`src/rtl/uart_apb_pkg.sv`:
```
// Shared types and constants for the UART APB requester: FSM encoding,
// UART register map and default bus widths.
package uart_apb_pkg;

    localparam int unsigned DEF_ADDR_W = 2;
    localparam int unsigned DEF_DATA_W = 8;

    typedef enum logic [1:0] {
        StIdle   = 2'b00,
        StSetup  = 2'b01,
        StAccess = 2'b10
    } apb_state_e;

    localparam logic [1:0] REG_DATA = 2'b00;
    localparam logic [1:0] REG_BAUD = 2'b01;
    localparam logic [1:0] REG_CTRL = 2'b10;
    localparam logic [1:0] REG_STAT = 2'b11;

endpackage

```
`src/rtl/apb_wait_timer.sv`:
```
// Counts ACCESS-phase wait states and flags the cycle on which the transfer
// must be aborted. Only instantiated when APB_TIMEOUT_EN is defined.
module apb_wait_timer #(
    parameter int unsigned TIMEOUT_CYC = 16
) (
    input  logic clk_i,
    input  logic rst_ni,
    input  logic access_i,
    input  logic pready_i,
    output logic expire_o
);

    logic [7:0] wait_cnt_q, wait_cnt_d;

    // Held at zero outside ACCESS, so every ACCESS entry starts from 0.
    always_comb begin
        wait_cnt_d = wait_cnt_q;
        if (!access_i) begin
            wait_cnt_d = '0;
        end else if (!pready_i) begin
            wait_cnt_d = wait_cnt_q + 8'd1;
        end
    end

    always_ff @(posedge clk_i or negedge rst_ni) begin
        if (!rst_ni) begin
            wait_cnt_q <= '0;
        end else begin
            wait_cnt_q <= wait_cnt_d;
        end
    end

    assign expire_o = access_i && !pready_i && (wait_cnt_q == 8'(TIMEOUT_CYC - 1));

endmodule

```
`src/rtl/apb_uart_master.sv`:
```
// APB3 requester for the UART register port: one command at a time in,
// SETUP/ACCESS sequencing, one-cycle response pulse out.
// Define APB_TIMEOUT_EN to abort ACCESS after TIMEOUT_CYC wait cycles.
module apb_uart_master
    import uart_apb_pkg::*;
#(
    parameter int unsigned ADDR_W      = DEF_ADDR_W,
    parameter int unsigned DATA_W      = DEF_DATA_W,
    parameter int unsigned TIMEOUT_CYC = 16
) (
    input  logic              PCLK,
    input  logic              PRESETN,
    input  logic              cmd_valid,
    output logic              cmd_ready,
    input  logic              cmd_write,
    input  logic [ADDR_W-1:0] cmd_addr,
    input  logic [DATA_W-1:0] cmd_wdata,
    output logic              rsp_valid,
    output logic [DATA_W-1:0] rsp_rdata,
    output logic              rsp_timeout,
    output logic              busy,
    output logic              PSEL,
    output logic              PENABLE,
    output logic [ADDR_W-1:0] PADDR,
    output logic              PWRITE,
    output logic [DATA_W-1:0] PWDATA,
    input  logic [DATA_W-1:0] PRDATA,
    input  logic              PREADY
);

    if (TIMEOUT_CYC < 2 || TIMEOUT_CYC > 255) begin : g_bad_timeout
        $error("apb_uart_master: TIMEOUT_CYC must be in 2..255");
    end

    apb_state_e        state_q, state_d;
    logic              cmd_ready_q, cmd_ready_d;
    logic [ADDR_W-1:0] paddr_q, paddr_d;
    logic              pwrite_q, pwrite_d;
    logic [DATA_W-1:0] pwdata_q, pwdata_d;
    logic              rsp_valid_q, rsp_valid_d;
    logic [DATA_W-1:0] rsp_rdata_q, rsp_rdata_d;
    logic              rsp_timeout_q, rsp_timeout_d;
    logic              expire;

`ifdef APB_TIMEOUT_EN
    apb_wait_timer #(
        .TIMEOUT_CYC (TIMEOUT_CYC)
    ) u_wait_timer (
        .clk_i    (PCLK),
        .rst_ni   (PRESETN),
        .access_i (state_q == StAccess),
        .pready_i (PREADY),
        .expire_o (expire)
    );
`else
    assign expire = 1'b0;
`endif

    always_comb begin
        state_d       = state_q;
        paddr_d       = paddr_q;
        pwrite_d      = pwrite_q;
        pwdata_d      = pwdata_q;
        rsp_valid_d   = 1'b0;
        rsp_rdata_d   = rsp_rdata_q;
        rsp_timeout_d = rsp_timeout_q;
        unique case (state_q)
            StIdle: begin
                if (cmd_valid && cmd_ready_q) begin
                    paddr_d  = cmd_addr;
                    pwrite_d = cmd_write;
                    pwdata_d = cmd_write ? cmd_wdata : '0;
                    state_d  = StSetup;
                end
            end
            StSetup: state_d = StAccess;
            StAccess: begin
                // PREADY is checked first so a completion on the expiry cycle wins.
                if (PREADY) begin
                    state_d       = StIdle;
                    rsp_valid_d   = 1'b1;
                    rsp_rdata_d   = pwrite_q ? '0 : PRDATA;
                    rsp_timeout_d = 1'b0;
                end else if (expire) begin
                    state_d       = StIdle;
                    rsp_valid_d   = 1'b1;
                    rsp_rdata_d   = '0;
                    rsp_timeout_d = 1'b1;
                end
            end
            default: state_d = StIdle;
        endcase
        // Registered so cmd_ready reads 0 during reset and rises on the first edge after.
        cmd_ready_d = (state_d == StIdle);
    end

    always_ff @(posedge PCLK or negedge PRESETN) begin
        if (!PRESETN) begin
            state_q       <= StIdle;
            cmd_ready_q   <= 1'b0;
            paddr_q       <= '0;
            pwrite_q      <= 1'b0;
            pwdata_q      <= '0;
            rsp_valid_q   <= 1'b0;
            rsp_rdata_q   <= '0;
            rsp_timeout_q <= 1'b0;
        end else begin
            state_q       <= state_d;
            cmd_ready_q   <= cmd_ready_d;
            paddr_q       <= paddr_d;
            pwrite_q      <= pwrite_d;
            pwdata_q      <= pwdata_d;
            rsp_valid_q   <= rsp_valid_d;
            rsp_rdata_q   <= rsp_rdata_d;
            rsp_timeout_q <= rsp_timeout_d;
        end
    end

    assign cmd_ready   = cmd_ready_q;
    assign busy        = (state_q != StIdle);
    assign PSEL        = (state_q != StIdle);
    assign PENABLE     = (state_q == StAccess);
    assign PADDR       = paddr_q;
    assign PWRITE      = pwrite_q;
    assign PWDATA      = pwdata_q;
    assign rsp_valid   = rsp_valid_q;
    assign rsp_rdata   = rsp_rdata_q;
    assign rsp_timeout = rsp_timeout_q;

endmodule

```
`config.mk`:
```
export PLATFORM = sky130hd
export DESIGN_NAME = apb_uart_master
export DESIGN_NICKNAME = d
export VERILOG_FILES = /design/src/rtl/uart_apb_pkg.sv /design/src/rtl/apb_wait_timer.sv /design/src/rtl/apb_uart_master.sv
export SDC_FILE = /design/constraint.sdc
export NUM_CORES = 1
export LEC_CHECK = 0
export CAP_MARGIN = 20
export CORE_MARGIN = 2
export CORE_UTILIZATION = 35
export DETAILED_ROUTE_END_ITERATION = 7
export PLACE_DENSITY = 0.8
export SLEW_MARGIN = 20
export SYNTH_ARGS = -nofsm -noshare
export SYNTH_HDL_FRONTEND = slang
export SYNTH_HIERARCHICAL = 1
export SYNTH_SLANG_ARGS = --single-unit
```
`constraint.sdc`:
```
create_clock -name PCLK -period 1.4 [get_ports PCLK]
set_clock_uncertainty 0.1 [all_clocks]
set_input_delay 0.28 -clock PCLK [delete_from_list [all_inputs] [get_ports PCLK]]
set_output_delay 0.28 -clock PCLK [all_outputs]
set_load 0.1 [all_outputs]
```
==> impl_metrics.env <==
export IMPL_final_common_cell="buf_12"
export IMPL_root_buffer="clkbuf_4"
export IMPL_grtUsageMet2_pct=25.3
export IMPL_clockBufferDepth=2
export IMPL_cts_max_level=1
export IMPL_drive_gt1_share_pct=43.6
export IMPL_grt_total_usage_pct=14.7
export IMPL_grt_antenna_before_repair=0
export IMPL_die_w_um=58.2
export IMPL_fin_util_pct=69.7
export IMPL_gp_congestion=0.720
export IMPL_io_buffers=46
export IMPL_grt_pass1_wl_um=3770
export IMPL_fp_dieH_um=58.2
export IMPL_met1_usage_pct=17.9
export IMPL_first_pass_iters=2
export IMPL_critical_path_required_ps=1020
export IMPL_drcViolationCount=0
export IMPL_cts_tree="done"
export IMPL_fin_crit_ps=1660
export IMPL_violations="setup timing"
export IMPL_syn_area_um2=1030
export IMPL_routedWlPerCell_um=14.5
export IMPL_ant_nets=0
export IMPL_finalCritPeriodShare_pct=119
export IMPL_crit_arrival_ps=1280
export IMPL_synth_avg_cell_area_um2=12.7
export IMPL_yosys_warnings=6
export IMPL_synth_distinct_cells=19
export IMPL_synthFlopType="dfrtp_1"
export IMPL_routed_via_count=797
export IMPL_max_freq_mhz=602
export IMPL_cts_buffers=3
export IMPL_synth_seq_cells=23
export IMPL_hpwlAfterDp_um=1800
export IMPL_critPathSlowestCell="dfrtp_1"
export IMPL_ys_seq_area_share_pct=56.0
export IMPL_place_area_um2=1830
export IMPL_cap_violations=0
export IMPL_wl_um=2470
export IMPL_final_nets=164
export IMPL_hold_path_class="input pin to async pin"
export IMPL_synth_edf_count=0
export IMPL_critPathKind="register to primary output"
export IMPL_syn2layout_area_growth_pct=88.8
export IMPL_async_flop_share_pct=100
export IMPL_rrSetupSlack_ps=-230
export IMPL_startpoint_type="register"
export IMPL_initial_core_util_pct=36.9
export IMPL_dieArea_um2=3380
export IMPL_core_area_um2=2780
export IMPL_row_count=19
export IMPL_busiest_layer="met2"
export IMPL_crit_buf_inv=2
export IMPL_crit_path_end_kind="primary output"
export IMPL_design_area_um2=1940
export IMPL_drt_iter0_markers=5
export IMPL_status="complete, but fails checks"
export IMPL_grt_met3_usage_pct=4.91
export IMPL_crit_chain="buf_6, or2_4, buf_12"
export IMPL_clkTransAtPathRegs_ps=130
export IMPL_slowest_delay_ps=420
export IMPL_setup_violations=22
export IMPL_cts_sinks=23
export IMPL_ff2ff_path_depth=6
export IMPL_syn_inst=81
export IMPL_r2r_end="PWDATA[7]$_DFFE_PN0P_"
export IMPL_gr_total_overflow=0
export IMPL_synth_nets=104
export IMPL_clkLatencyLatePin_ps=300
export IMPL_crit_family="flip-flops"
export IMPL_grt_pass1_vias=813
export IMPL_r2r_start="state_q[1]$_DFF_PN0_"
export IMPL_holdBufCountCts=0
export IMPL_cp_max_fo=2
export IMPL_n_antenna_cell=0
export IMPL_grt_max_degree=24
export IMPL_fin_ws_ps=-262
export IMPL_most_common_layout_cells="24 x buf_12, 22 x clkdlybuf4s50_1, 21 x dfrtp_1"
export IMPL_rsz0062_at_grt="yes"
export IMPL_slew_violations=0
export IMPL_via_per_inst=4.66
export IMPL_io_pins=48
export IMPL_hold_viol_final=0
## logic make-up after synthesis
family,Yosys count,synth area share (%)
AOI/OAI and AO/OA,2,1.46
buffers and inverters,14,8.53
DFF,23,56.0
muxes,19,21.7
other,1,0.365
and+or+nand+nor,22,11.9
## what timing repair did
action,4_1_cts,5_1_grt
endpoints found under the setup margin,15,23
gates resized for setup,6,8
buffers inserted,4,2
pin swaps,2,1
gates cloned,0,1
## state kept, by name (all words and copies together), names as in the netlist
register   flops
state_q        2
rsp_rdata      8
PWRITE         1
rsp_valid      1
cmd_ready      1
PWDATA         8
PADDR          2
## area by class of cell
type / instances / area [um^2]
Sequential cell: 23 / 581
Clock inverter: 1 / 5.00
Multi-Input combinational cell: 45 / 430
Tap cell: 31 / 38.8
Timing Repair Buffer: 60 / 832
Fill cell: 192 / 842
Inverter: 8 / 30.0
Clock buffer: 3 / 22.5
## metal layers
layer / wire length [um] / part of all wire (%)
met4: 12 / 0.49
met5: 0 / 0
met1: 951 / 38
met3: 213 / 8.6
met2: 1300 / 52
## worst reg2reg max path, cell delays in order (launching register included)
cell	delay [ps]
dfrtp_1	420
buf_4	150
buf_6	120
nor4bb_4	260
buf_6	180
buf_6	130
mux2i_1	210
## cell usage after synthesis (3+ instances only)
cell | instances | area, um^2
inv_1 | 8 | 30.0
nand2_1 | 8 | 30.0
nor2b_1 | 9 | 56.3
dfrtp_1 | 23 | 576
buf_4 | 3 | 22.5
mux2i_1 | 8 | 80.1
mux2_2 | 6 | 67.6
mux2_4 | 5 | 75.1
## worst max path at each step
stage	start	end	slack [ps]	cells past startpoint
3_3_place_gp	cmd_valid	PWRITE$_DFFE_PN0P_	-350	4
2_1_floorplan	cmd_ready$_DFF_PN0_	PWRITE$_DFFE_PN0P_	-160	3
4_1_cts	state_q[1]$_DFF_PN0_	PSEL	-270	3
5_1_grt	state_q[1]$_DFF_PN0_	busy	-300	3
6_report	state_q[1]$_DFF_PN0_	PSEL	-260	3
3_5_place_dp	cmd_valid	PWDATA[7]$_DFFE_PN0P_	-410	5
## per-stage QoR
step                      TNS (ps)  std cells  setup slack [ps]  hold WS, ps
after floorplan              -1070         81              -158         -116
after global placement       -5350        161              -351          455
after detailed placement     -5990        161              -405          454
after CTS                    -2290        169              -265          211
after global routing         -3950        171              -305          224
final                        -3040        171              -262          197
Power is left out: the tool's default activity adds up to more than one toggle a clock period on the data nets, which glitch-free logic cannot reach.
